--- src/rtl/branch_target_buffer_pkg.sv ---
// rtl/branch_target_buffer_pkg.sv - shared types and constants for the branch target buffer
package branch_target_buffer_pkg;

  typedef logic [31:0] word_t;

  localparam int         BTB_ENTRIES = 16;
  localparam logic [1:0] CNT_WEAK_T  = 2'b10;
  localparam logic [1:0] CNT_WEAK_NT = 2'b01;

  // Tag field sized for the smallest legal index; narrower tags are zero-extended.
  typedef struct packed {
    logic        valid;
    logic [29:0] tag;
    word_t       target;
    logic [1:0]  cnt;
  } btb_entry_t;

endpackage

--- src/rtl/branch_target_buffer_sat_cnt2.sv ---
// rtl/branch_target_buffer_sat_cnt2.sv - 2-bit saturating up/down counter next state
module sat_cnt2 (
  input  logic [1:0] cnt,
  input  logic       inc,
  output logic [1:0] cnt_n
);
  always_comb begin
    cnt_n = cnt;
    if (inc) begin
      if (cnt != 2'b11) cnt_n = cnt + 2'b01;
    end else begin
      if (cnt != 2'b00) cnt_n = cnt - 2'b01;
    end
  end
endmodule

--- src/rtl/branch_target_buffer.sv ---
// rtl/branch_target_buffer.sv - direct-mapped BTB with 2-bit direction counters
module branch_target_buffer
  import branch_target_buffer_pkg::*;
#(
  parameter  int ENTRIES = BTB_ENTRIES,
  localparam int IDX_W   = $clog2(ENTRIES),
  localparam int TAG_W   = 30 - IDX_W
) (
  input  logic        CLK,
  input  logic        RST,
  input  word_t       cpc,
  output logic        phit,
  output word_t       baddr,
  input  logic        upd_en,
  input  word_t       upd_pc,
  input  logic        upd_taken,
  input  word_t       upd_target,
  output logic        upd_mispred,
  output logic [31:0] stat_lookups,
  output logic [31:0] stat_mispred,
  input  logic        lookup_en
);

  btb_entry_t mem [ENTRIES];

  logic [IDX_W-1:0] rd_idx, wr_idx;
  logic [TAG_W-1:0] rd_tag, wr_tag;
  btb_entry_t       rd_e, wr_e, new_e;
  logic             upd_hit, pred_taken, mispred_n, wr_we;
  logic [1:0]       cnt_n;
  logic             unused_pc_bits;

  assign rd_idx = cpc[IDX_W+1:2];
  assign rd_tag = cpc[31:IDX_W+2];
  assign wr_idx = upd_pc[IDX_W+1:2];
  assign wr_tag = upd_pc[31:IDX_W+2];
  assign unused_pc_bits = ^{cpc[1:0], upd_pc[1:0]};

  // Lookup reads registered state only, so a same-cycle update is not visible yet.
  assign rd_e  = mem[rd_idx];
  assign phit  = rd_e.valid && (rd_e.tag == 30'(rd_tag)) && rd_e.cnt[1];
  assign baddr = rd_e.target;

  assign wr_e       = mem[wr_idx];
  assign upd_hit    = wr_e.valid && (wr_e.tag == 30'(wr_tag));
  assign pred_taken = upd_hit && wr_e.cnt[1];
  assign mispred_n  = upd_en && ((pred_taken != upd_taken) ||
                      (pred_taken && upd_taken && (wr_e.target != upd_target)));

  sat_cnt2 u_sat_cnt2 (
    .cnt   (wr_e.cnt),
    .inc   (upd_taken),
    .cnt_n (cnt_n)
  );

  always_comb begin
    new_e = wr_e;
    wr_we = 1'b0;
    if (upd_en) begin
      if (upd_hit) begin
        wr_we     = 1'b1;
        new_e.cnt = cnt_n;
        if (upd_taken) new_e.target = upd_target;
      end else if (upd_taken) begin
        wr_we = 1'b1;
        new_e = '{valid: 1'b1, tag: 30'(wr_tag), target: upd_target, cnt: CNT_WEAK_T};
      end
    end
  end

  always_ff @(posedge CLK) begin
    if (RST) begin
      for (int i = 0; i < ENTRIES; i++) begin
        mem[i] <= '{valid: 1'b0, tag: '0, target: '0, cnt: CNT_WEAK_NT};
      end
      upd_mispred  <= 1'b0;
      stat_lookups <= '0;
      stat_mispred <= '0;
    end else begin
      if (wr_we) mem[wr_idx] <= new_e;
      upd_mispred <= mispred_n;
      if (lookup_en && (stat_lookups != '1)) stat_lookups <= stat_lookups + 32'd1;
      if (mispred_n && (stat_mispred != '1)) stat_mispred <= stat_mispred + 32'd1;
    end
  end

endmodule

--- config.mk ---
export PLATFORM = sky130hd
export DESIGN_NAME = branch_target_buffer
export DESIGN_NICKNAME = d
export VERILOG_FILES = /design/src/rtl/branch_target_buffer_pkg.sv /design/src/rtl/branch_target_buffer_sat_cnt2.sv /design/src/rtl/branch_target_buffer.sv
export SDC_FILE = /design/constraint.sdc
export NUM_CORES = 2
export LEC_CHECK = 0
export CAP_MARGIN = 20
export CORE_UTILIZATION = 60
export CTS_BUF_LIST = sky130_fd_sc_hd__clkbuf_4 sky130_fd_sc_hd__clkbuf_8
export DETAILED_ROUTE_END_ITERATION = 12
export DONT_BUFFER_PORTS = 1
export PLACE_DENSITY = 0.76
export SLEW_MARGIN = 0
export SYNTH_ARGS = -nofsm -noshare
export SYNTH_HDL_FRONTEND = slang
export SYNTH_HIERARCHICAL = 1
export SYNTH_SLANG_ARGS = --single-unit
--- constraint.sdc ---
create_clock -name CLK -period 13.01 [get_ports CLK]
set_clock_uncertainty 0.15 [all_clocks]
set_input_delay 3.903 -clock CLK [delete_from_list [all_inputs] [get_ports CLK]]
set_output_delay 3.903 -clock CLK [all_outputs]
set_load 0.03 [all_outputs]
==> results.tsv <==
stage	metric	value	unit
placed_design	HPWL after DPL	99400	um
flow_run	Max-Cap Viols	0	
timing	final critical-path share of the clock period	85.7	%
die	DIE AREA	96800	um^2
die	die extent in x	311	um
global_route	vias in the first global route	38600	
timing	post-layout min period	11.15	ns
timing	Final Hold Fails	0	
worst_setup_path	crit path from	cpc[2]	
power	worst vdd ir	0.000107	V
timing	Setup WS post-layout	1.86	ns
yosys	Yosys reg bits	1105	
clock_tree	maximum clock insertion buffer count	3	
worst_setup_path	RR Startpoint	mem[14][34]	
clock_tree	total CTS buffers	181	
clock_tree	CTS tree	built	
global_route	first-pass GRT wire length	261000	um
die	Initial Util	60.4	%
timing	worst hold slack	0.491	ns
finish	Final Util	65.5	%
route	TritonRoute pass-1 iters	8	
placed_design	pre-CTS WS	2.10	ns
clock_tree	H-tree Lvls	4	
finish	share of cells above drive strength 1	22.8	%
worst_setup_path	CP Cell Sequence	mux4_2 -> mux4_2 -> xor2_1 -> nor4_1 -> nand4_1 -> nor4_2	
timing	Max Freq	0.0897	GHz
route	routed vias	40000	
clock_tree	Clk Latency, worst-skew pair	0.88	ns
die	Core Rows	113	
power	total power	8.02	mW
timing	Max Slew Vio Count	0	
clock_tree	Root Driver	clkbuf_8	
route	routed wire length	185000	um
power	LEAKAGE	21.9	nW
global_route	global route overflow	0	
global_route	All-Layer GR Usage	37.9	%
clock_tree	post-cts sizing count	0	
placed_design	placed cell area	58400	um^2
route	via density per instance	7.21	
finish	# nets final	4239	
yosys	top_reg_cell synth	edfxtp_1	
yosys	Post-synth EDFFs	1040	
timing	Setup violations, final	0	
clock_tree	Setup Buffers After CTS	0	
global_route	largest net degree at the start of global routing	261	
route	antenna viol nets, final	0	
route	drt first-iter violations	7329	
clock_tree	clk slew on worst S/H paths	0.06	ns
worst_setup_path	kind of critical path	in2out	
yosys	Seq/Total Area, Yosys	56.7	%
finish	Area Overhead vs Synth	8.39	%
placed_design	Port Buffers	0	
yosys	Post-Syn Area	57300	um^2
worst_setup_path	Worst Path Arrival	7.10	ns
yosys	Synth Area per Inst	13.8	um^2
yosys	most frequent cell after synthesis	edfxtp_1	
worst_setup_path	slowest cell delay on critical path	0.82	ns
yosys	Area contributors post-synth	edfxtp_1 (54%), mux4_2 (18%), nor2_1 (6.7%)	
worst_setup_path	Buf+Inv Stages, Crit Path	0	
finish	Layout Cells excl Fill	5548	
finish	Finished Cell Area	62100	um^2
yosys	Synth top area share	54.5	%
worst_setup_path	Critical-path top delay cell	nor4_2	
yosys	Mapped Cells	4154	
worst_setup_path	Worst Path Required	8.96	ns
timing	Slew headroom	12.3	%
outcome	outcome	complete, no violations	
clock_tree	Hold-fix buffers, CTS	0	
route	WL/cell	33.3	um
global_route	initial antenna violation count	6	
yosys	Warnings, synthesis	6	
placed_design	placed cells	5197	
yosys	asr flop ratio synth	0	%
clock_tree	Num Clock Sinks	1105	
worst_setup_path	crit end category	output port	
die	Die H	311	um
die	CORE AREA	94900	um^2
worst_setup_path	CP max FO	244	
route	DRC viols	0	
yosys	Synth area leader	edfxtp_1	
min_path	worst hold start	stat_mispred[8]	
worst_setup_path	startpoint types	input pin	
placed_design	GPL Wtd Cong	0.884	
yosys	top cells by count, synth	edfxtp_1 (1040), nor2_1 (1019), mux4_2 (468), mux2i_1 (228), clkbuf_1 (223)	
yosys	Yosys cell types	80	
timing	setup TNS	0	ns
power	pwr/cell area	129	nW/um^2
timing	Worst Tran Pin Value	1.32	ns
die	I/O pins	199	
worst_setup_path	most used cell, CP	mux4_2	
worst_setup_path	dominant delay contributor by cell family on the critical path	simple AND/OR/NAND/NOR gates	
min_path	HP Class	reg2reg	
timing	RSZ-0062 raised after global routing	false	
[layer usage]
layer,wire length [um],GRT usage [%],up-vias
met5,13,0,-
met3,32900,12.4,713
li1,-,-,15800
met2,82000,56.5,3866
met1,59100,50.4,19600
met4,10700,18.9,2
[area by class of cell]
type                            instances  area, um^2
Clock inverter                         92         593
Tap cell                             1265        1580
Sequential cell                      1105       32500
Multi-Input combinational cell       2709       23600
Antenna cell                            5        12.5
Inverter                               37         141
Clock buffer                          234        2900
Timing Repair Buffer                  101         808
Fill cell                            6576       32700
[path summary, 6_finish.rpt]
kind	endpoint	slack, ns	cells past startpoint
worst max register to register	mem[5][54]	6.57	11
worst max-delay path	phit	1.86	6
worst min register to register	stat_mispred[8]	0.49	2
worst min-delay path	stat_mispred[8]	0.49	2
[layout by cell type (no fill, tap or decap), drive strengths merged, types with 64 or more instances in the layout]
cell,count
a22oi,72
nor2,1021
edfxtp,1040
nand2,115
mux2i,238
buf,101
conb,64
clkbuf,234
clkinv,75
dfxtp,65
mux4,468
[worst register-to-register path: stages (launching register included)]
cell and delay (ns):
edfxtp_1 0.40, mux4_2 0.48, mux2i_1 0.17, mux2i_1 0.15
xnor2_1 0.56, nand4_1 0.40, or4_4 0.66, o31ai_4 0.18
buf_4 0.43, nand3_4 0.72, nand2b_4 1.20, buf_4 0.59
[where the power goes]
part / switching, mW / total, mW / internal [mW]
logic: 0.537 / 0.909 / 0.372
clock network: 1.45 / 3.01 / 1.56
registers: 0.0750 / 4.10 / 4.03
total: 2.06 / 8.02 / 5.96
[sequential cells by signal (all words and copies together), names as in the netlist]
| name | cells |
|---|---|
| upd_mispred | 1 |
| mem | 1040 |
| stat_mispred | 32 |
| stat_lookups | 32 |
[cells by family after synthesis]
kind of cell,synth area share (%)
and+or+nand+nor,11.3
DFF,56.7
muxes,23.6
buffers and inverters,3.11
AOI/OAI and AO/OA,3.66
xor gates and xnor gates,1.53
adders and majority gates,0.105
other,0.00654
No activity file was read; power rests on OpenSTA's default activity.
